===== config.mk =====
export PLATFORM = sky130hd
export DESIGN_NAME = f2c_burst_feeder_flat
export DESIGN_NICKNAME = d
export VERILOG_FILES = /design/src/rtl/f2c_burst_feeder_if.sv /design/src/rtl/f2c_burst_feeder.sv /design/src/flat_wrapper.sv
export SDC_FILE = /design/constraint.sdc
export NUM_CORES = 1
export LEC_CHECK = 0
export ABC_AREA = 1
export CAP_MARGIN = 15
export CORE_ASPECT_RATIO = 2
export CORE_UTILIZATION = 50
export DETAILED_ROUTE_END_ITERATION = 10
export GPL_ROUTABILITY_DRIVEN = 0
export PLACE_DENSITY = 0.81
export SYNTH_ARGS = -nofsm -noshare
export SYNTH_HDL_FRONTEND = slang
export SYNTH_SLANG_ARGS = --single-unit

===== constraint.sdc =====
create_clock -name clk -period 3.1 [get_ports clk]
set_input_delay 0.775 -clock clk [delete_from_list [all_inputs] [get_ports clk]]
set_output_delay 0.775 -clock clk [all_outputs]
set_load 0.01 [all_outputs]

===== src/rtl/f2c_burst_feeder_if.sv =====
// F2C FIFO read-port bundle. The master side is the burst feeder that issues
// reads; the slave side is the FIFO that answers them.
interface f2c_burst_feeder_if #(
  parameter int DATA_W = 128,
  parameter int CNT_W  = 11
) ();
  logic              fifo_rd_en;
  logic              fifo_empty;
  logic [CNT_W-1:0]  fifo_rd_count;
  logic [DATA_W-1:0] fifo_dout;
  logic              fifo_dout_valid;

  modport master (
    output fifo_rd_en,
    input  fifo_empty,
    input  fifo_rd_count,
    input  fifo_dout,
    input  fifo_dout_valid
  );

  modport slave (
    input  fifo_rd_en,
    output fifo_empty,
    output fifo_rd_count,
    output fifo_dout,
    output fifo_dout_valid
  );
endinterface


===== src/rtl/f2c_burst_feeder.sv =====
// Drains the F2C FIFO toward the chip bus in unbroken bursts and keeps burst statistics.
// Define F2C_SHORT_BURST_EN to allow short-window starts below HI_WM.
module f2c_burst_feeder #(
  parameter int DATA_W = 128,
  parameter int CNT_W  = 11,
  parameter int HI_WM  = 200,
  parameter int SB_MIN = 9,
  parameter int SB_MAX = 19
) (
  input  logic                clk,
  input  logic                rstn,
  input  logic                sel_chip,
  input  logic                c2f_busy,
  f2c_burst_feeder_if.master  fifo,
  output logic                data_vld,
  output logic [DATA_W-1:0]   data_to_chip,
  output logic                busy,
  output logic [15:0]         burst_cnt,
  output logic [15:0]         last_burst_len
);

  typedef enum logic [1:0] {
    IDLE   = 2'd0,
    STREAM = 2'd1,
    DRAIN  = 2'd2
  } state_t;

  localparam logic [CNT_W-1:0] HI_WM_C  = CNT_W'(HI_WM);
  localparam logic [CNT_W-1:0] SB_MIN_C = CNT_W'(SB_MIN);
  localparam logic [CNT_W-1:0] SB_MAX_C = CNT_W'(SB_MAX);
  localparam logic [1:0]       DRAIN_LAST = 2'd2;

  state_t            state_q, state_d;
  logic [1:0]        drain_cnt_q, drain_cnt_d;
  logic              empty_q, empty_d;
  logic              rd_en_q, rd_en_d;
  logic              v1_q, v1_d;
  logic              vld_q, vld_d;
  logic [DATA_W-1:0] d1_q, d1_d;
  logic [DATA_W-1:0] dout_q, dout_d;
  logic [15:0]       word_cnt_q, word_cnt_d;
  logic [15:0]       burst_cnt_q, burst_cnt_d;
  logic [15:0]       last_len_q, last_len_d;

  logic long_start;
  logic short_ok;
  logic short_start;
  logic start;
  logic drain_done;

  assign long_start = sel_chip && (fifo.fifo_rd_count >= HI_WM_C);
  assign short_ok   = sel_chip && !c2f_busy && !fifo.fifo_empty &&
                      (fifo.fifo_rd_count >= SB_MIN_C) &&
                      (fifo.fifo_rd_count <= SB_MAX_C);

`ifdef F2C_SHORT_BURST_EN
  assign short_start = short_ok;
`else
  logic unused_short_ok;
  assign unused_short_ok = short_ok;
  assign short_start     = 1'b0;
`endif

  always_comb begin
    state_d     = state_q;
    drain_cnt_d = drain_cnt_q;
    word_cnt_d  = word_cnt_q;
    burst_cnt_d = burst_cnt_q;
    last_len_d  = last_len_q;
    start       = 1'b0;
    drain_done  = 1'b0;

    case (state_q)
      IDLE: begin
        if (long_start || short_start) begin
          state_d = STREAM;
          start   = 1'b1;
        end
      end
      STREAM: begin
        if (fifo.fifo_empty || !sel_chip) begin
          state_d     = DRAIN;
          drain_cnt_d = 2'd0;
        end
      end
      DRAIN: begin
        if (drain_cnt_q == DRAIN_LAST) begin
          state_d     = IDLE;
          drain_cnt_d = 2'd0;
          drain_done  = 1'b1;
        end else begin
          drain_cnt_d = drain_cnt_q + 2'd1;
        end
      end
      default: begin
        state_d     = IDLE;
        drain_cnt_d = 2'd0;
      end
    endcase

    if (start) begin
      word_cnt_d = 16'd0;
    end else if (fifo.fifo_dout_valid && (word_cnt_q != 16'hFFFF)) begin
      word_cnt_d = word_cnt_q + 16'd1;
    end

    // word_cnt_d so a word landing in the final DRAIN cycle is still counted
    if (drain_done) begin
      burst_cnt_d = burst_cnt_q + 16'd1;
      last_len_d  = word_cnt_d;
    end

    // Reads begin the cycle after STREAM is entered and stop as soon as an exit is seen
    rd_en_d = (state_q == STREAM) && (state_d == STREAM) && !empty_q;
    empty_d = fifo.fifo_empty;

    v1_d   = fifo.fifo_dout_valid;
    vld_d  = v1_q | fifo.fifo_dout_valid;
    d1_d   = fifo.fifo_dout_valid ? fifo.fifo_dout : d1_q;
    dout_d = v1_q ? d1_q : dout_q;
  end

  always_ff @(posedge clk or negedge rstn) begin
    if (!rstn) begin
      state_q     <= IDLE;
      drain_cnt_q <= 2'd0;
      empty_q     <= 1'b0;
      rd_en_q     <= 1'b0;
      v1_q        <= 1'b0;
      vld_q       <= 1'b0;
      d1_q        <= '0;
      dout_q      <= '0;
      word_cnt_q  <= 16'd0;
      burst_cnt_q <= 16'd0;
      last_len_q  <= 16'd0;
    end else begin
      state_q     <= state_d;
      drain_cnt_q <= drain_cnt_d;
      empty_q     <= empty_d;
      rd_en_q     <= rd_en_d;
      v1_q        <= v1_d;
      vld_q       <= vld_d;
      d1_q        <= d1_d;
      dout_q      <= dout_d;
      word_cnt_q  <= word_cnt_d;
      burst_cnt_q <= burst_cnt_d;
      last_len_q  <= last_len_d;
    end
  end

  assign fifo.fifo_rd_en = rd_en_q;
  assign data_vld        = vld_q;
  assign data_to_chip    = dout_q;
  assign busy            = (state_q != IDLE);
  assign burst_cnt       = burst_cnt_q;
  assign last_burst_len  = last_len_q;

endmodule


===== src/flat_wrapper.sv =====
// flat-port wrapper written by rule: the top's interface ports become plain ports
module f2c_burst_feeder_flat 
#(
  parameter int DATA_W = 128,
  parameter int CNT_W  = 11,
  parameter int HI_WM  = 200,
  parameter int SB_MIN = 9,
  parameter int SB_MAX = 19
)
  (clk, rstn, sel_chip, c2f_busy, data_vld, data_to_chip, busy, burst_cnt, last_burst_len, fifo_fifo_rd_en, fifo_fifo_empty, fifo_fifo_rd_count, fifo_fifo_dout, fifo_fifo_dout_valid);
  f2c_burst_feeder_if #(.DATA_W(DATA_W), .CNT_W(CNT_W)) fifo_i ();
  input  logic clk;
  input  logic rstn;
  input  logic sel_chip;
  input  logic c2f_busy;
  output logic data_vld;
  output logic [DATA_W-1:0] data_to_chip;
  output logic busy;
  output logic [15:0] burst_cnt;
  output logic [15:0] last_burst_len;
  output wire logic [$bits(fifo_i.fifo_rd_en)-1:0] fifo_fifo_rd_en;
  input wire logic [$bits(fifo_i.fifo_empty)-1:0] fifo_fifo_empty;
  input wire logic [$bits(fifo_i.fifo_rd_count)-1:0] fifo_fifo_rd_count;
  input wire logic [$bits(fifo_i.fifo_dout)-1:0] fifo_fifo_dout;
  input wire logic [$bits(fifo_i.fifo_dout_valid)-1:0] fifo_fifo_dout_valid;
  assign fifo_fifo_rd_en = fifo_i.fifo_rd_en;
  assign fifo_i.fifo_empty = fifo_fifo_empty;
  assign fifo_i.fifo_rd_count = fifo_fifo_rd_count;
  assign fifo_i.fifo_dout = fifo_fifo_dout;
  assign fifo_i.fifo_dout_valid = fifo_fifo_dout_valid;
  f2c_burst_feeder #(.DATA_W(DATA_W), .CNT_W(CNT_W), .HI_WM(HI_WM), .SB_MIN(SB_MIN), .SB_MAX(SB_MAX)) u_core (.clk(clk), .rstn(rstn), .sel_chip(sel_chip), .c2f_busy(c2f_busy), .fifo(fifo_i), .data_vld(data_vld), .data_to_chip(data_to_chip), .busy(busy), .burst_cnt(burst_cnt), .last_burst_len(last_burst_len));
endmodule

**After elaboration in Yosys (flattened, before gate mapping)**

Index checks and enable logic that the tools add are counted.

- Muxes and demuxes: 13
- Add/subtract/negate cells: 3
- Reduce and logical (&&, ||, !) cells: 10
- Equal/unequal tests: 6
- Bitwise gates (word level): 2
- Magnitude comparators: 1

Operator list:

| kind | count |
|---|---|
| adder 16 x 1 -> 16 bit, second input constant | 2 |
| two-way mux 16 bit | 2 |
| inequality test 16 bit, second input constant | 1 |
| case mux 2 bit (3 select lines) | 2 |
| greater-or-equal comparator 11 x 8 -> 1 bit, second input constant | 1 |
| two-way mux 2 bit | 5 |
| equality test 2 x 1 -> 1 bit, second input constant | 2 |
| equality test 2 bit, second input constant | 2 |
| logical AND 1 bit | 4 |
| two-way mux 1 bit | 4 |
| adder 2 x 1 -> 2 bit, second input constant | 1 |
| logical NOT 1 bit | 2 |
| logical NOT 2 bit | 1 |
| inequality test 2 x 1 -> 1 bit, second input constant | 1 |
| AND reduction 2 bit | 1 |
| nonzero test 2 bit | 1 |
| logical OR 1 bit | 1 |
| inverter 1 bit | 1 |
| bitwise OR 1 bit | 1 |

- Logic and storage cells: 46
- Input port bits: 145
- Register bits: 312
- Output and inout bits: 163

**Longest topological paths before layout**

- Depth in word-level cells: 7
- Depth in mapped cells: 11
- Depth with buffers taken out: 11

**Worst setup path after synthesis**

Ideal clock, no wire load.

- Kind: in2reg
- From: in fifo_fifo_rd_count[6]
- To: reg u_core.word_cnt_q[12]
- Arrival: 1.533 ns
- Required time: 2.979 ns
- Library setup time: 0.121 ns
- Stages on the path: 6
- Buffers on the path: 1
- Path slack: 1.445 ns
- Cell sequence: nand2_1 -> o21ai_0 -> nand3_2 -> inv_1 -> buf_2 -> nor2_1

- Longest elaborated chain between the ends: 5

Ends and longest elaborated chain:

| item | RTL line | text |
|---|---|---|
| start, declared | flat_wrapper.sv:23 | `input wire logic [$bits(fifo_i.fifo_rd_count)-1:0] fifo_fifo_rd_count;` |
| greater-or-equal comparator 11 x 8 -> 1 bit | f2c_burst_feeder.sv:51 | `assign long_start = sel_chip && (fifo.fifo_rd_count >= HI_WM_C);` |
| logical AND 1 bit | f2c_burst_feeder.sv:51 |  |
| two-way mux 1 bit | f2c_burst_feeder.sv:75 | `if (long_start \|\| short_start) begin` |
| two-way mux 1 bit | f2c_burst_feeder.sv:73 | `case (state_q)` |
| two-way mux 16 bit | f2c_burst_feeder.sv:101 | `if (start) begin` |
| net u_core.word_cnt_d[12] | f2c_burst_feeder.sv:41 | `logic [15:0] word_cnt_q, word_cnt_d;` |
| end signal, assigned | f2c_burst_feeder.sv:145 | `word_cnt_q <= word_cnt_d;` |
| end, declared | f2c_burst_feeder.sv:41 |  |

The timed path passes the listed nets, and every way through them passes these cells.
A chain may end at the register's enable or synchronous reset.

**Worst setup path in the final report**

- From: reg u_core.state_q[0]
- To: out busy

- Longest elaborated chain between the ends: 1

Ends and longest elaborated chain:

| item | RTL line | text |
|---|---|---|
| start, declared | f2c_burst_feeder.sv:33 | `state_t state_q, state_d;` |
| start signal, assigned | f2c_burst_feeder.sv:137 | `state_q <= state_d;` |
| nonzero test 2 bit | f2c_burst_feeder.sv:154 | `assign busy = (state_q != IDLE);` |
| end, declared | flat_wrapper.sv:18 | `output logic busy;` |

Every way passes these cells.

==> results.yml <==
route:
  routed-via-count: 9476
  drt_iter0_drc: 496
  first_pass_iters: 5
  avgViaCountPerCell: 5.07
  antenna_left: 0
  wl_per_cell_um: 16.5
  routed_wirelength_mm: 30.8
  drc: 0
cts:
  holdBufCountCts: 0
  cts-buffers-inserted: 27
  clk_pin_slew_worst_paths_ns: 0.07
  clk_latency_ns: 0.54
  cts-resized-gates: 0
  cts.sinks: 312
  cts_setup_buffers: 0
  clockBufferDepth: 3
  cts_tree: "done"
  cts_htree_levels: 1
  clockRootBuffer: "clkbuf_16"
synth:
  synth_nets: 1418
  synth_cell_types: 32
  synth_edf_count: 0
  ys_warn_count: 0
  netlist_area_um2: 12300
  synthFlopType: "dfrtp_1"
  yosysSeqAreaShare: 0.637
  synth-seq-cells: 312
  async_flop_share: 1.00
  syn_area_per_cell_um2: 9.65
  syn_inst: 1271
worst_setup_path:
  r2r_start: "u_core.drain_cnt_q[0]"
  startpoint_type: "register"
  r2r_end: "u_core.burst_cnt[12]"
  r2r_slack_ns: 1.23
  worstRegToRegCells: 7
  cp-end-kind: "output port"
  required_ns: 2.32
  critPathMaxFanout: 3
  crit_arrival_ns: 1.74
  worstSetupPathType: "register to output port"
  crit_start: "u_core.state_q[0]"
sta:
  tns_ns: 0
  fmax_mhz: 397
  slew_headroom: 0.345
  fin_worst_skew_ns: 0.0108
  min_period_over_period: 0.812
  rsz0062_at_grt: "no"
  slew_viol_final: 0
  final-hold-violation-count: 0
  setup_violations: 0
  period_minus_slack_ns: 2.52
  tightest_slew_ns: 0.983
floorplanning:
  io_pins: 308
  initial_utilization: 0.513
  die_h_um: 223
  core_um2: 23900
  die_area_um2: 25200
  die_x_um: 113
  core.rowCount: 80
power_and_ir_drop:
  powerDensity_nw_per_um2: 626
  peakVddDrop_v: 0.000507
  p_leak_nw: 7.79
  finalPower_mw: 10.4
placement:
  dp.final_hpwl_mm: 21.5
  io_buffers: 303
layout:
  mostFrequentLayoutCells: "dfrtp_1, nand2_1, clkdlybuf4s50_1, inv_1, nor2_1"
  finalCoreUtilization: 0.692
  mostFrequentLayoutCell: "dfrtp_1"
  syn2layout_area_growth_pct: 35.1
  nFillCells: 1753
  fin_nets: 1706
  drive_gt1_frac: 0.0791
grt:
  grt_max_degree: 213
  groute.usage.overall: 0.249
  grt_overflow: 0
  grt_pass1_wl_mm: 49.3
  grt_pass1_vias: 9963
  antenna_found_initial: 2
min_path:
  hp-class: "input port to asynchronous set/reset pin"
run_status:
  status: "finished clean"
flow_run:
  maxCapViolCount: 0
sequential cells by signal, indices dropped and copies added, names as in the netlist:
register	flops
u_core.fifo.fifo_rd_en	1
u_core.data_vld	1
u_core.word_cnt_q	16
u_core.burst_cnt	16
u_core.v1_q	1
u_core.data_to_chip	128
u_core.last_burst_len	16
u_core.d1_q	128
u_core.drain_cnt_q	2
u_core.empty_q	1
u_core.state_q	2
synthesized netlist by cell type, types with 13 or more instances:
| cell type | count | area share |
|---|---|---|
| clkbuf_1 | 24 | 0.0073 |
| mux2_2 | 29 | 0.027 |
| xor2_1 | 13 | 0.0093 |
| nand3_1 | 26 | 0.011 |
| dfrtp_1 | 312 | 0.64 |
| o21ai_0 | 104 | 0.042 |
| a21oi_1 | 105 | 0.043 |
| nand2_1 | 301 | 0.092 |
| inv_1 | 142 | 0.043 |
| nor2_1 | 124 | 0.038 |
| buf_2 | 29 | 0.012 |
cells by family after synthesis:
logic type | count (synthesis) | synth area share
and+or+nand+nor | 487 | 0.163
buffers and inverters | 205 | 0.0673
adders and majority gates | 2 | 0.00204
AOI/OAI and AO/OA | 218 | 0.0914
muxes | 29 | 0.0266
xor gates and xnor gates | 18 | 0.0129
DFF | 312 | 0.637
how the worst max path moves through the flow:
stage                                 end  slack, ns  cells after the start
floorplan           u_core.word_cnt_q[12]       1.45                      6
global placement    u_core.word_cnt_q[15]       0.82                      6
detailed placement   u_core.word_cnt_q[4]       0.82                      6
CTS                                  busy       0.52                      3
global route                         busy       0.47                      3
finish                               busy       0.58                      3
per-layer routing:
layer | GRT usage | share of wire | vias to the layer above
li1 | - | - | 4546
met1 | 0.260 | 0.35 | 4498
met2 | 0.446 | 0.52 | 318
met3 | 0.0440 | 0.052 | 114
met4 | 0.174 | 0.074 | 0
met5 | 0 | 0 | -
metrics by stage:
step                      cells  hold slack [ns]  area (µm²)  setup WS (ns)
after floorplan            1271            0.378       12300           1.45
after global placement     1817            0.412       15600          0.819
after detailed placement   1817            0.417       15600          0.825
after CTS                  1867            0.220       16600          0.520
after global routing       1869            0.234       16600          0.473
final                      1869            0.197       16600          0.582
where the power goes:
part,switching (mW),internal (mW)
sequential,0.285,4.55
clock,1.49,2.17
combinational,0.928,0.951
area by class of cell:
| type | count | area [µm²] | area share |
|---|---|---|---|
| antenna | 2 | 5.00 | 0.000302 |
| clock buffer | 34 | 762 | 0.0460 |
| clock inverter | 16 | 219 | 0.0132 |
| inverter | 145 | 544 | 0.0329 |
| multi-input combinational | 754 | 3630 | 0.219 |
| sequential | 312 | 7810 | 0.472 |
| tap | 287 | 359 | 0.0217 |
| timing repair buffer | 319 | 3230 | 0.195 |
critical path, cell delays in order, from the launching register on:
cell and delay [ns]:
dfrtp_1 0.42, nor2_1 0.20, inv_1 0.09, clkdlybuf4s50_1 0.50
Note: power is estimated with default switching activity, not from simulation.
